## src/rtl/univ_shift_pkg.sv

```systemverilog
// univ_shift_pkg: shared definitions for the universal shift register.
//   - Operation encodings carried on cmd_op (OP_HOLD .. OP_ASR).
//   - FSM state type for the bit-serial sequencer.
//   - sat_amt(): clamps a requested shift count to the register width.
package univ_shift_pkg;

  localparam logic [2:0] OP_HOLD = 3'd0;
  localparam logic [2:0] OP_LOAD = 3'd1;
  localparam logic [2:0] OP_CLR  = 3'd2;
  localparam logic [2:0] OP_SHL  = 3'd3;
  localparam logic [2:0] OP_SHR  = 3'd4;
  localparam logic [2:0] OP_ROL  = 3'd5;
  localparam logic [2:0] OP_ROR  = 3'd6;
  localparam logic [2:0] OP_ASR  = 3'd7;

  typedef enum logic {
    ST_IDLE  = 1'b0,
    ST_SHIFT = 1'b1
  } state_t;

  // Shifting by more than the width gives the same result as shifting by the
  // width (all original bits gone), so larger counts are clamped.
  function automatic int unsigned sat_amt(input int unsigned amt,
                                          input int unsigned width);
    return (amt > width) ? width : amt;
  endfunction

endpackage

```

## src/rtl/univ_shift_unit.sv

```systemverilog
// univ_shift_unit: combinational shift/rotate datapath.
//   Default build: applies one step of op_i when amt_i != 0, else passes d_i.
//   UNIV_SHIFT_BARREL_EN build: applies amt_i steps (0..WIDTH) in one pass.
// Ports:
//   d_i      current register value
//   op_i     operation (non-shift ops pass d_i through)
//   amt_i    number of steps to apply (saturated by the caller)
//   serial_i fill bit for SHL/SHR
//   d_o      value after the steps
//   serial_o last bit shifted/rotated out (0 when no step is applied)
module univ_shift_unit
  import univ_shift_pkg::*;
#(
  parameter int WIDTH = 8,
  parameter int AMT_W = $clog2(WIDTH + 1)
) (
  input  logic [WIDTH-1:0] d_i,
  input  logic [2:0]       op_i,
  input  logic [AMT_W-1:0] amt_i,
  input  logic             serial_i,
  output logic [WIDTH-1:0] d_o,
  output logic             serial_o
);

`ifdef UNIV_SHIFT_BARREL_EN
  localparam int STAGES = WIDTH;
`else
  localparam int STAGES = 1;
`endif

  // Returns {bit_out, next_value} for a single step.
  function automatic logic [WIDTH:0] step_f(input logic [WIDTH-1:0] d,
                                            input logic [2:0]       op,
                                            input logic             sin);
    logic [WIDTH:0] r;
    case (op)
      OP_SHL:  r = {d[WIDTH-1], d[WIDTH-2:0], sin};
      OP_SHR:  r = {d[0], sin, d[WIDTH-1:1]};
      OP_ROL:  r = {d[WIDTH-1], d[WIDTH-2:0], d[WIDTH-1]};
      OP_ROR:  r = {d[0], d[0], d[WIDTH-1:1]};
      OP_ASR:  r = {d[0], d[WIDTH-1], d[WIDTH-1:1]};
      default: r = {1'b0, d};
    endcase
    return r;
  endfunction

  // Chain of identical single-step stages; stage gi is enabled when more than
  // gi steps were requested. Chaining keeps the barrel result bit-identical
  // to repeated serial steps with the same fill bit.
  logic [WIDTH-1:0] stage_d [0:STAGES];
  logic             stage_s [0:STAGES];

  assign stage_d[0] = d_i;
  assign stage_s[0] = 1'b0;

  genvar gi;
  generate
    for (gi = 0; gi < STAGES; gi++) begin : g_stage
      logic [WIDTH:0] r;
      logic           en;
      assign r  = step_f(stage_d[gi], op_i, serial_i);
      assign en = (amt_i > AMT_W'(gi));
      assign stage_d[gi+1] = en ? r[WIDTH-1:0] : stage_d[gi];
      assign stage_s[gi+1] = en ? r[WIDTH]     : stage_s[gi];
    end
  endgenerate

  assign d_o      = stage_d[STAGES];
  assign serial_o = stage_s[STAGES];

endmodule

```

## src/rtl/univ_shift_reg.sv

```systemverilog
// univ_shift_reg: WIDTH-bit universal shift register with command handshake.
// Build option: define UNIV_SHIFT_BARREL_EN for single-cycle barrel shifts
// (no SHIFT state, busy tied 0, cmd_ready tied 1). Default is bit-serial.
// Ports:
//   clk, rst       rising-edge clock, asynchronous active-high reset
//   cmd_valid/ready command handshake; ready = ~busy
//   cmd_op         0 HOLD,1 LOAD,2 CLR,3 SHL,4 SHR,5 ROL,6 ROR,7 ASR
//   cmd_amt        shift/rotate count (saturates at WIDTH)
//   data_in        parallel load value
//   serial_in      fill bit for SHL/SHR, sampled every step
//   data_out       register contents
//   serial_out     last bit shifted/rotated out
//   busy           multi-cycle shift in progress
//   done           one-cycle completion pulse
module univ_shift_reg
  import univ_shift_pkg::*;
#(
  parameter int WIDTH = 8,
  parameter int AMT_W = $clog2(WIDTH + 1)
) (
  input  logic             clk,
  input  logic             rst,
  input  logic             cmd_valid,
  output logic             cmd_ready,
  input  logic [2:0]       cmd_op,
  input  logic [AMT_W-1:0] cmd_amt,
  input  logic [WIDTH-1:0] data_in,
  input  logic             serial_in,
  output logic [WIDTH-1:0] data_out,
  output logic             serial_out,
  output logic             busy,
  output logic             done
);

  logic [WIDTH-1:0] data_q, data_d;
  logic             sout_q, sout_d;
  logic             done_q, done_d;

  logic [AMT_W-1:0] amt_sat;
  logic [2:0]       unit_op;
  logic [AMT_W-1:0] unit_amt;
  logic [WIDTH-1:0] unit_d;
  logic             unit_s;

  assign amt_sat = AMT_W'(sat_amt(32'(cmd_amt), WIDTH));

`ifndef UNIV_SHIFT_BARREL_EN
  state_t           state_q, state_d;
  logic [AMT_W-1:0] rem_q, rem_d;
  logic [2:0]       op_q, op_d;

  // In SHIFT the unit replays the latched op one step at a time; in IDLE it
  // computes the first step of the incoming command so that step lands at E0.
  assign unit_op  = (state_q == ST_SHIFT) ? op_q : cmd_op;
  assign unit_amt = (state_q == ST_SHIFT) ? AMT_W'(1) : amt_sat;
  assign busy      = (state_q == ST_SHIFT);
  assign cmd_ready = ~busy;
`else
  assign unit_op   = cmd_op;
  assign unit_amt  = amt_sat;
  assign busy      = 1'b0;
  assign cmd_ready = 1'b1;
`endif

  univ_shift_unit #(
    .WIDTH (WIDTH),
    .AMT_W (AMT_W)
  ) u_unit (
    .d_i      (data_q),
    .op_i     (unit_op),
    .amt_i    (unit_amt),
    .serial_i (serial_in),
    .d_o      (unit_d),
    .serial_o (unit_s)
  );

  always_comb begin
    data_d = data_q;
    sout_d = sout_q;
    done_d = 1'b0;
`ifndef UNIV_SHIFT_BARREL_EN
    state_d = state_q;
    rem_d   = rem_q;
    op_d    = op_q;
    if (state_q == ST_SHIFT) begin
      data_d = unit_d;
      sout_d = unit_s;
      rem_d  = rem_q - AMT_W'(1);
      if (rem_q == AMT_W'(1)) begin
        state_d = ST_IDLE;
        done_d  = 1'b1;
      end
    end else
`endif
    if (cmd_valid) begin
      done_d = 1'b1;
      case (cmd_op)
        OP_HOLD: ;
        OP_LOAD: data_d = data_in;
        OP_CLR:  data_d = '0;
        default: begin
          if (amt_sat != '0) begin
            data_d = unit_d;
            sout_d = unit_s;
`ifndef UNIV_SHIFT_BARREL_EN
            // Remaining steps continue in SHIFT; done waits for the last one.
            if (amt_sat > AMT_W'(1)) begin
              state_d = ST_SHIFT;
              rem_d   = amt_sat - AMT_W'(1);
              op_d    = cmd_op;
              done_d  = 1'b0;
            end
`endif
          end
        end
      endcase
    end
  end

  always_ff @(posedge clk or posedge rst) begin
    if (rst) begin
      data_q <= '0;
      sout_q <= 1'b0;
      done_q <= 1'b0;
    end else begin
      data_q <= data_d;
      sout_q <= sout_d;
      done_q <= done_d;
    end
  end

`ifndef UNIV_SHIFT_BARREL_EN
  always_ff @(posedge clk or posedge rst) begin
    if (rst) begin
      state_q <= ST_IDLE;
      rem_q   <= '0;
      op_q    <= OP_HOLD;
    end else begin
      state_q <= state_d;
      rem_q   <= rem_d;
      op_q    <= op_d;
    end
  end
`endif

  assign data_out   = data_q;
  assign serial_out = sout_q;
  assign done       = done_q;

endmodule

```

## config.mk

```make
export PLATFORM = sky130hd
export DESIGN_NAME = univ_shift_reg
export DESIGN_NICKNAME = d
export VERILOG_FILES = /design/src/rtl/univ_shift_pkg.sv /design/src/rtl/univ_shift_unit.sv /design/src/rtl/univ_shift_reg.sv
export SDC_FILE = /design/constraint.sdc
export NUM_CORES = 1
export LEC_CHECK = 0
export BUFFER_PORTS_ARGS = -buffer_cell sky130_fd_sc_hd__buf_2
export CAP_MARGIN = 20
export CORE_ASPECT_RATIO = 0.6
export CORE_MARGIN = 4
export CORE_UTILIZATION = 50
export CTS_CLUSTER_DIAMETER = 80
export DETAILED_ROUTE_END_ITERATION = 12
export GPL_TIMING_DRIVEN = 1
export PLACE_DENSITY_LB_ADDON = 0.2
export SYNTH_ARGS = -nofsm -noshare
export SYNTH_HDL_FRONTEND = slang
export SYNTH_HIERARCHICAL = 1
export SYNTH_SLANG_ARGS = --single-unit
```

## constraint.sdc

```tcl
create_clock -name clk -period 3.1 [get_ports clk]
set_input_delay 0.155 -clock clk [delete_from_list [all_inputs] [get_ports clk]]
set_output_delay 0.155 -clock clk [all_outputs]
set_load 0.1 [all_outputs]
```

======== Word-level counts from Yosys, hierarchy flattened ========
Index checks and enable logic that the tools add are counted.
Widths: inputs -> output; s select.
word-level totals
  flip-flop bits (word level) ............. 18
  bits of input ports ..................... 19
  output and inout port bits .............. 12
  word-level logic and storage cells ...... 65
cells by class
  add/subtract/negate cells ............... 2
  magnitude comparators ................... 3
  equal/unequal tests ..................... 10
  mux-type cells .......................... 31
  bitwise gates (word level) .............. 2
  reductions and logical operators ........ 11
operator list
  operator             count
  $pmux 9 s5           1
  $mux 8               4
  $mux 4               7
  $pmux 8 s3           1
  $mux 1               17
  $eq 3x3->1 const B   4
  $gt 4x1->1 const B   2
  $reduce_bool 4->1    2
  $sub 4x1->4 const B  2
  $eq 3x2->1 const B   2
  $reduce_and 3->1     2
  $reduce_bool 2->1    3
  $reduce_and 5->1     1
  $eq 4x1->1 const B   1
  $gt 4x4->1 const B   1
  $reduce_and 4->1     1
  $eq 3x1->1 const B   1
  $logic_not 3->1      1
  $mux 3               1
  $reduce_or 3->1      1
  $ne 2x1->1 const B   1
  $ne 2x2->1 const B   1
  $not 1->1            2

======== Logic depth before layout (Yosys ltp) ========
Gate-level depths: netlist of the first run.
  word-level depth ........................ 9
  depth in mapped cells ................... 10

======== Cells and area by module ========
The synthesis of the first run kept the hierarchy.
by module, submodules not included
  module           times used  cells an instance  area each (um2)  seq. area each (um2)
  univ_shift_reg   1           96                 1116.1           450.4
  univ_shift_unit  1           51                 340.3            0.0

======== Least setup slack after synthesis of the first run ========
OpenSTA, ideal clock, no wires.
  path kind ............................... reg-to-reg
  start point ............................. reg state_q, in the netlist busy
  end point ............................... reg data_q[7], in the netlist data_out[7]
  library setup time ...................... 126 ps
  data arrival time ....................... 3183 ps
  data required time ...................... 2974 ps
  setup slack ............................. -209 ps
  cell stages (with the launch flop) ...... 10
  period minus slack after synthesis ...... 3309 ps
  cells stage by stage .................... dfrtp_1 buf_2 clkinv_1 nand2_1 or4_4 buf_6 o21ai_0 a22o_2 a22o_1 mux2_2
on the way
  elaborated cells on any way between the ends .. 18
  those cells by class .................... 1 x order compare; 6 x eq/ne; 8 x mux; 3 x reduce/logical
RTL lines
  what                    RTL line               text
  start, declared         univ_shift_reg.sv:48   state_t state_q, state_d;
  start signal, assigned  univ_shift_reg.sv:139  state_q <= state_d;
  $mux 4 (*)              univ_shift_reg.sv:55   assign unit_amt = (state_q == ST_SHIFT) ? AMT_W'(1) : amt_sat;
  net unit_amt[0]         univ_shift_reg.sv:41   logic [AMT_W-1:0] unit_amt;
  $gt 4x1->1 (*)          univ_shift_unit.sv:62  assign en = (amt_i > AMT_W'(gi));
  $mux 8 (*)              univ_shift_unit.sv:63  assign stage_d[gi+1] = en ? r[WIDTH-1:0] : stage_d[gi];
  net unit_d[7]           univ_shift_reg.sv:42   logic [WIDTH-1:0] unit_d;
  $mux 8                  univ_shift_reg.sv:102  if (amt_sat != '0) begin
  $pmux 8 s3              univ_shift_reg.sv:97   case (cmd_op)
  $mux 8                  univ_shift_reg.sv:95   if (cmd_valid) begin
  $mux 8 (*)              univ_shift_reg.sv:85   if (state_q == ST_SHIFT) begin
  end signal, assigned    univ_shift_reg.sv:126  data_q <= data_d;
  end, declared           univ_shift_reg.sv:35   logic [WIDTH-1:0] data_q, data_d;
Mark *: on every way through the listed nets, which the timed path passes. The rest lies on a longest branch. The select of a mux whose other input is x is not followed.
A chain may end at the register's enable or synchronous reset.

======== Final worst setup path of the first run ========
  start point ............................. reg state_q, in the netlist busy
  end point ............................... reg data_q[5], in the netlist data_out[5]
on the way
  longest elaborated chain between the ends .. 8
  elaborated cells on any way between the ends .. 18
  those cells by class .................... 1 x order compare; 6 x eq/ne; 8 x mux; 3 x reduce/logical
ends and longest elaborated chain
  what                                             RTL line               text
  $mux 3 (*)                                       univ_shift_reg.sv:54   assign unit_op = (state_q == ST_SHIFT) ? op_q : cmd_op;
  net unit_op[1]                                   univ_shift_reg.sv:40   logic [2:0] unit_op;
  $eq 3x3->1 / $eq 3x2->1 (equally long branches)  univ_shift_unit.sv:36  case (op)
  $pmux 9 s5 (*)                                   univ_shift_unit.sv:36
  $mux 8 (*)                                       univ_shift_unit.sv:63
  net unit_d[5]                                    univ_shift_reg.sv:42
  $mux 8                                           univ_shift_reg.sv:102
  $pmux 8 s3                                       univ_shift_reg.sv:97
  $mux 8                                           univ_shift_reg.sv:95
  $mux 8 (*)                                       univ_shift_reg.sv:85
Marked as above.

==> flow_summary_export.csv, run 1 <==
group,metric,value,unit
synthesis,yosysWarnings,6,
clock_tree,path_clk_slew,70,ps
synthesis,syn-cell-area,1460,µm²
sta,slew_headroom,44.1,%
synthesis,yosysUniqueCellTypes,47,
die,dieArea,3870,µm²
global_route,track_usage,18.8,%
die,coreArea,2650,µm²
routing,wl_per_cell,16.7,µm
routing,vias_per_cell,6.07,
placed_design,place_inst,208,
critical_path,startpoint_type,"register",
routing,drt-pass1-iter-count,4,
clock_tree,cts-buffers-inserted,3,
global_route,grt_pass1_vias,1210,
sta,slew_violations,0,
routing,drc,0,
critical_path,worstPathRequired,3240,ps
sta,finClkSkew,6.73,ps
placed_design,dp_hpwl,2.67,mm
routing,vias,1286,
routing,drtIter0Drc,109,
clock_tree,clkSinkCount,18,
sta,setup_ws,626,ps
placed_design,place_ws,688,ps
die,die_y,49.8,µm
final_layout,fin_nets,197,
sta,finalHoldViolCount,0,
die,io_pins,31,
run_status,outcome,"finished clean",
sta,clock.fmax,404,MHz
die,start_util,55.1,%
sta,timing.setup.tns,0,ps
clock_tree,cts-resized-gates,0,
global_route,grt_overflow,0,
clock_tree,worstSkewPairLatency,260,ps
flow_run,cap_violations,0,
critical_path,worstSetupPathType,"reg2reg",
synthesis,async_reset_ff_share,100,%
synthesis,synth_edf_count,0,
clock_tree,htreeDepth,1,
critical_path,crit_fanout,17,
clock_tree,root_buffer,"clkbuf_8",
die,die_w,77.7,µm
critical_path,endpoint_kind,"register",
sta,tightest_slew,837,ps
final_layout,ff_latch_area,452,µm²
synthesis,syn-num-nets,171,
final_layout,antenna_cells,0,
synthesis,syn_avg_cell_area,9.91,µm²
clock_tree,clk_path_buf_depth,2,
clock_tree,holdBufCountCts,0,
final_layout,multi_input_area,912,µm²
sta,rsz0062_at_grt,"false",
clock_tree,tritoncts,"yes",
final_layout,drive_above_1_share,34.9,%
die,rows,14,
final_layout,final_cells,212,
synthesis,synthFlopType,"dfrtp_1",
sta,holdWs,0.216,ps
routing,route.antenna.remaining_nets,0,
clock_tree,cts_setup_buffers,0,
sta,setup_viol,0,
global_route,grt_antenna_before_repair,0,
final_layout,fillerInstances,240,
sta,min_period,2470,ps
final_layout,synthToLayoutAreaGrowth,13.3,%
critical_path,arrival,2610,ps
synthesis,ys_seq_area_share,30.9,%
placed_design,routabilityCongestion,0.829,
global_route,grt_pass1_wl,5.78,mm
synthesis,ys_ff_latch,18,
routing,wl,3.54,mm
sta,finalCritPeriodShare,79.8,%
placed_design,place.port_buffers,30,
global_route,grt_max_degree,19,
worst_hold_path,hp-class,"in2async",
synthesis,synth_cells,147,
[worst paths after layout]
kind / start / end / slack [ps] / depth (start not counted)
min in group clk: cmd_op[0] / op_q[0]$_DFFE_PP0P_ / 220 / 2
hold reg to reg: op_q[0]$_DFFE_PP0P_ / op_q[0]$_DFFE_PP0P_ / 510 / 1
max in group asynchronous: rst / busy$_DFF_PP0_ / 2610 / 2
setup / recovery: busy$_DFF_PP0_ / data_out[5]$_DFFE_PP0P_ / 630 / 6
setup reg to reg: busy$_DFF_PP0_ / data_out[5]$_DFFE_PP0P_ / 630 / 6
hold / removal: rst / data_out[1]$_DFFE_PP0P_ / 0.2 / 2
[layout by cell type, fill, tap and decap left out, types with 2 or more instances in the layout]
cell	count
buf_2	30
nor2b_1	3
nand2_1	2
inv_1	7
dfrtp_1	17
a22o_1	8
ha_1	5
xnor2_1	2
a221o_1	2
a21o_1	2
nand3b_1	9
o21ai_0	9
nor2_1	6
a21oi_1	8
mux2_2	15
nand2b_1	5
and3b_1	3
mux2i_1	2
o31ai_1	2
a31oi_1	7
clkbuf_8	4
[registers in the layout, summed over array words and instances, names as in the netlist]
| register | cells |
|---|---|
| busy | 1 |
| done | 1 |
| rem_q | 4 |
| op_q | 3 |
| serial_out | 1 |
| data_out | 8 |
[Yosys cell counts (2+ instances only)]
cell type | count | share of area (%)
a221o_1 | 2 | 1.4
nor2b_1 | 3 | 1.3
dfrtp_1 | 18 | 31
and3b_1 | 3 | 1.8
nor2_1 | 6 | 1.5
nand2b_1 | 5 | 2.1
xnor2_1 | 2 | 1.2
nand2_1 | 2 | 0.52
inv_1 | 7 | 1.8
buf_2 | 3 | 1.0
nand3b_1 | 9 | 4.6
a21oi_1 | 8 | 2.7
mux2_2 | 15 | 12
buf_6 | 3 | 2.3
mux2i_1 | 2 | 1.4
a21o_1 | 2 | 1.0
o31ai_1 | 2 | 1.0
a31oi_1 | 7 | 3.0
ha_1 | 5 | 4.3
a22o_1 | 8 | 4.8
o21ai_0 | 9 | 3.1
[through the flow]
stage	utilization [%]	cell area, µm²
2_1_floorplan	-	1460
3_3_place_gp	60.3	1600
3_5_place_dp	60.3	1600
4_1_cts	62.4	1650
5_1_grt	62.4	1650
6_report	62.4	1650
[cell families (layout without fill, tap and decap cells)]
| family | after synthesis | in the layout | synth area share [%] |
|---|---|---|---|
| AO/OA/AOI/OAI | 49 | 49 | 25.5 |
| AND/OR/NAND/NOR | 38 | 38 | 18.0 |
| flip-flops | 18 | 18 | 30.9 |
| multiplexers | 17 | 17 | 13.0 |
| buffers and inverters | 17 | 42 | 6.44 |
| adder cells (fa/ha/maj) | 5 | 5 | 4.30 |
| XOR/XNOR | 3 | 3 | 1.80 |
[metal layers]
layer | global-route usage (%) | wire length [µm]
met5 | 0 | 0
met4 | 2.96 | 6
met3 | 5.82 | 296
met2 | 28.1 | 1520
met1 | 26.8 | 1720
[layout make-up]
cell class	count	area share (%)
clock buffers	4	3.34
repair buffers	30	9.10
flip-flops and latches	18	27.4
inverters	8	1.90
multi-input cells	112	55.3
well taps	40	3.03
[worst max-delay path, cell delays in order, from the launching register on]
cell	delay, ps
dfrtp_2	570
mux2_2	460
nor2b_1	580
nand3b_1	200
a31oi_1	90
a22o_1	200
mux2_2	250
Power of run 1 is left out: the tool's default activity adds up to more than one toggle a clock period on the data nets, which glitch-free logic cannot reach.
==> run 2: changes to the inputs <==
--- a/config.mk
+++ b/config.mk
@@ -9,7 +9,7 @@
 export CAP_MARGIN = 20
 export CORE_ASPECT_RATIO = 0.6
 export CORE_MARGIN = 4
-export CORE_UTILIZATION = 50
+export CORE_UTILIZATION = 49
 export CTS_CLUSTER_DIAMETER = 80
 export DETAILED_ROUTE_END_ITERATION = 12
 export GPL_TIMING_DRIVEN = 1
==> constraint.sdc (replaced) <==
create_clock -name clk -period 2.2 [get_ports clk]
set_input_delay 0.11 -clock clk [delete_from_list [all_inputs] [get_ports clk]]
set_output_delay 0.11 -clock clk [all_outputs]
set_load 0.1 [all_outputs]
==> run 2 against run 1 <==
The run now ends with negative setup slack left. Highest routed layer unchanged. Hold slack better by 170 ps. Maximum frequency up 7.7%. Worst setup slack worse by 720 ps. Sequential cell count unchanged.
==> flow_summary_export.csv, run 2 (synthesized netlist as in run 1, its figures left out) <==
group,metric,value,unit
routing,route.antenna.remaining_nets,0,
global_route,grt_pass1_vias,1288,
clock_tree,root_buffer,"clkbuf_8",
die,dieArea,3940,µm²
worst_hold_path,hp-class,"in2reg",
critical_path,reg2reg_depth,7,
critical_path,r2r_slack,-100,ps
critical_path,endpoint_kind,"register",
final_layout,fillerInstances,221,
die,rows,14,
clock_tree,clk_path_buf_depth,2,
sta,slew_violations,0,
final_layout,fin_nets,210,
critical_path,r2r_start,"busy$_DFF_PP0_",
global_route,grt_max_degree,19,
final_layout,largest_reg_flops,8,
sta,slew_headroom,52.8,%
final_layout,synthToLayoutAreaGrowth,25.3,%
sta,finClkSkew,8.32,ps
critical_path,slowest_delay,510,ps
placed_design,place.port_buffers,30,
clock_tree,htreeDepth,1,
sta,finalCritPeriodShare,104,%
die,die_y,50.2,µm
global_route,track_usage,21.4,%
final_layout,drive_above_1_share,42.2,%
sta,setup_ws,-97.9,ps
clock_tree,clkSinkCount,18,
die,coreArea,2660,µm²
routing,vias_per_cell,6.19,
critical_path,worstPathCellList,"buf_12, mux2_4, nor2b_2, o21ai_0, a31oi_1, a22o_1, mux2_2",
routing,drc,0,
routing,drt-pass1-iter-count,4,
final_layout,final_core_util,68.6,%
sta,setup_viol,1,
die,die_w,78.4,µm
critical_path,r2r_end,"data_out[3]$_DFFE_PP0P_",
worst_hold_path,min_to,"op_q[0]$_DFFE_PP0P_",
global_route,grt_overflow,0,
worst_hold_path,hold_start,"cmd_op[0]",
critical_path,worstPathRequired,2360,ps
final_layout,final_common_cell,"buf_2",
sta,tightest_slew,708,ps
routing,vias,1393,
worst_hold_path,hold_path_depth,2,
clock_tree,worstSkewPairLatency,270,ps
critical_path,crit_fanout,8,
sta,clock.fmax,435,MHz
critical_path,critical-path-top-delay-family,"compound AO/OA/AOI/OAI gates",
global_route,grt_antenna_before_repair,0,
global_route,grt_pass1_wl,6.58,mm
sta,finalHoldViolCount,0,
sta,rsz0062_at_grt,"true",
die,start_util,54.7,%
final_layout,final_cell_mix,"buf_2 (30), dfrtp_1 (17), mux2_2 (12)",
routing,wl,4.32,mm
run_status,outcome,"finished with violations",
clock_tree,path_clk_slew,70,ps
clock_tree,tritoncts,"yes",
critical_path,arrival,2460,ps
critical_path,crit_slowest_cell,"dfrtp_4",
critical_path,startpoint_type,"register",
critical_path,worstSetupPathType,"reg2reg",
placed_design,dp_hpwl,3.14,mm
sta,min_period,2300,ps
routing,drtIter0Drc,246,
routing,wl_per_cell,19.2,µm
placed_design,routabilityCongestion,0.884,
final_layout,antenna_cells,0,
die,io_pins,31,
critical_path,crit_buf_inv,1,
flow_run,cap_violations,0,
clock_tree,cts-buffers-inserted,3,
run_status,violations,"negative setup slack",
run 2: cell types whose count changed in the layout (fill, tap and decap cells not counted), sizes merged:
| cell | previous run | this run |
|---|---|---|
| clkbuf | 4 | 6 |
| nor2b | 3 | 4 |
| buf | 30 | 39 |
| dlygate4sd3 | 0 | 1 |
run 2: worst max-delay path by stage:
stage | startpoint | endpoint | depth (start not counted)
2_1_floorplan | busy$_DFF_PP0_ | data_out[6]$_DFFE_PP0P_ | 10
3_3_place_gp | busy$_DFF_PP0_ | data_out[0]$_DFFE_PP0P_ | 7
3_5_place_dp | busy$_DFF_PP0_ | data_out[0]$_DFFE_PP0P_ | 7
4_1_cts | busy$_DFF_PP0_ | data_out[0]$_DFFE_PP0P_ | 7
5_1_grt | busy$_DFF_PP0_ | data_out[3]$_DFFE_PP0P_ | 7
6_report | busy$_DFF_PP0_ | data_out[3]$_DFFE_PP0P_ | 7
run 2: per-stage QoR:
step,instance area (µm²),cells,hold WS [ps],setup WS (ps),TNS [ps]
finish,1830,225,175,-97.9,-97.9
global route,1830,225,186,-50.8,-66.5
CTS,1750,218,166,2.33,0
detailed placement,1690,213,261,16.4,0
global placement,1690,213,237,56.7,0
floorplan,1570,147,48.6,-197,-1580
run 2: timing repair:
action	CTS	global route
setup buffers	0	6
resized for setup	0	5
endpoints found under the setup margin	0	8
hold buffers	1	0
endpoints found under the hold margin	18	0
run 2: worst register-to-register path: cells and delay by family, from the launching register on:
kind                   cells  cell delay [ps]
and+or+nand+nor            1              210
AOI/OAI and AO/OA          3              710
DFF                        1              510
buffers and inverters      1              160
muxes                      2              610
run 2: cell type report:
| class | count | area, µm² | area share [%] |
|---|---|---|---|
| clock buffer | 4 | 45.0 | 2.47 |
| sequential | 18 | 454 | 24.9 |
| tap | 40 | 50.0 | 2.74 |
| inverter | 8 | 56.3 | 3.08 |
| timing repair buffer | 42 | 253 | 13.8 |
| multi-input combinational | 113 | 967 | 53.0 |
run 2: layer usage:
metal,vias to the layer above,routed length [µm],track usage [%]
li1,631,-,-
met1,662,2020,33.5
met2,91,1760,29.5
met3,9,463,5.54
met4,0,83,3.49
met5,-,0,0
Power of run 2 is left out for the same reason.
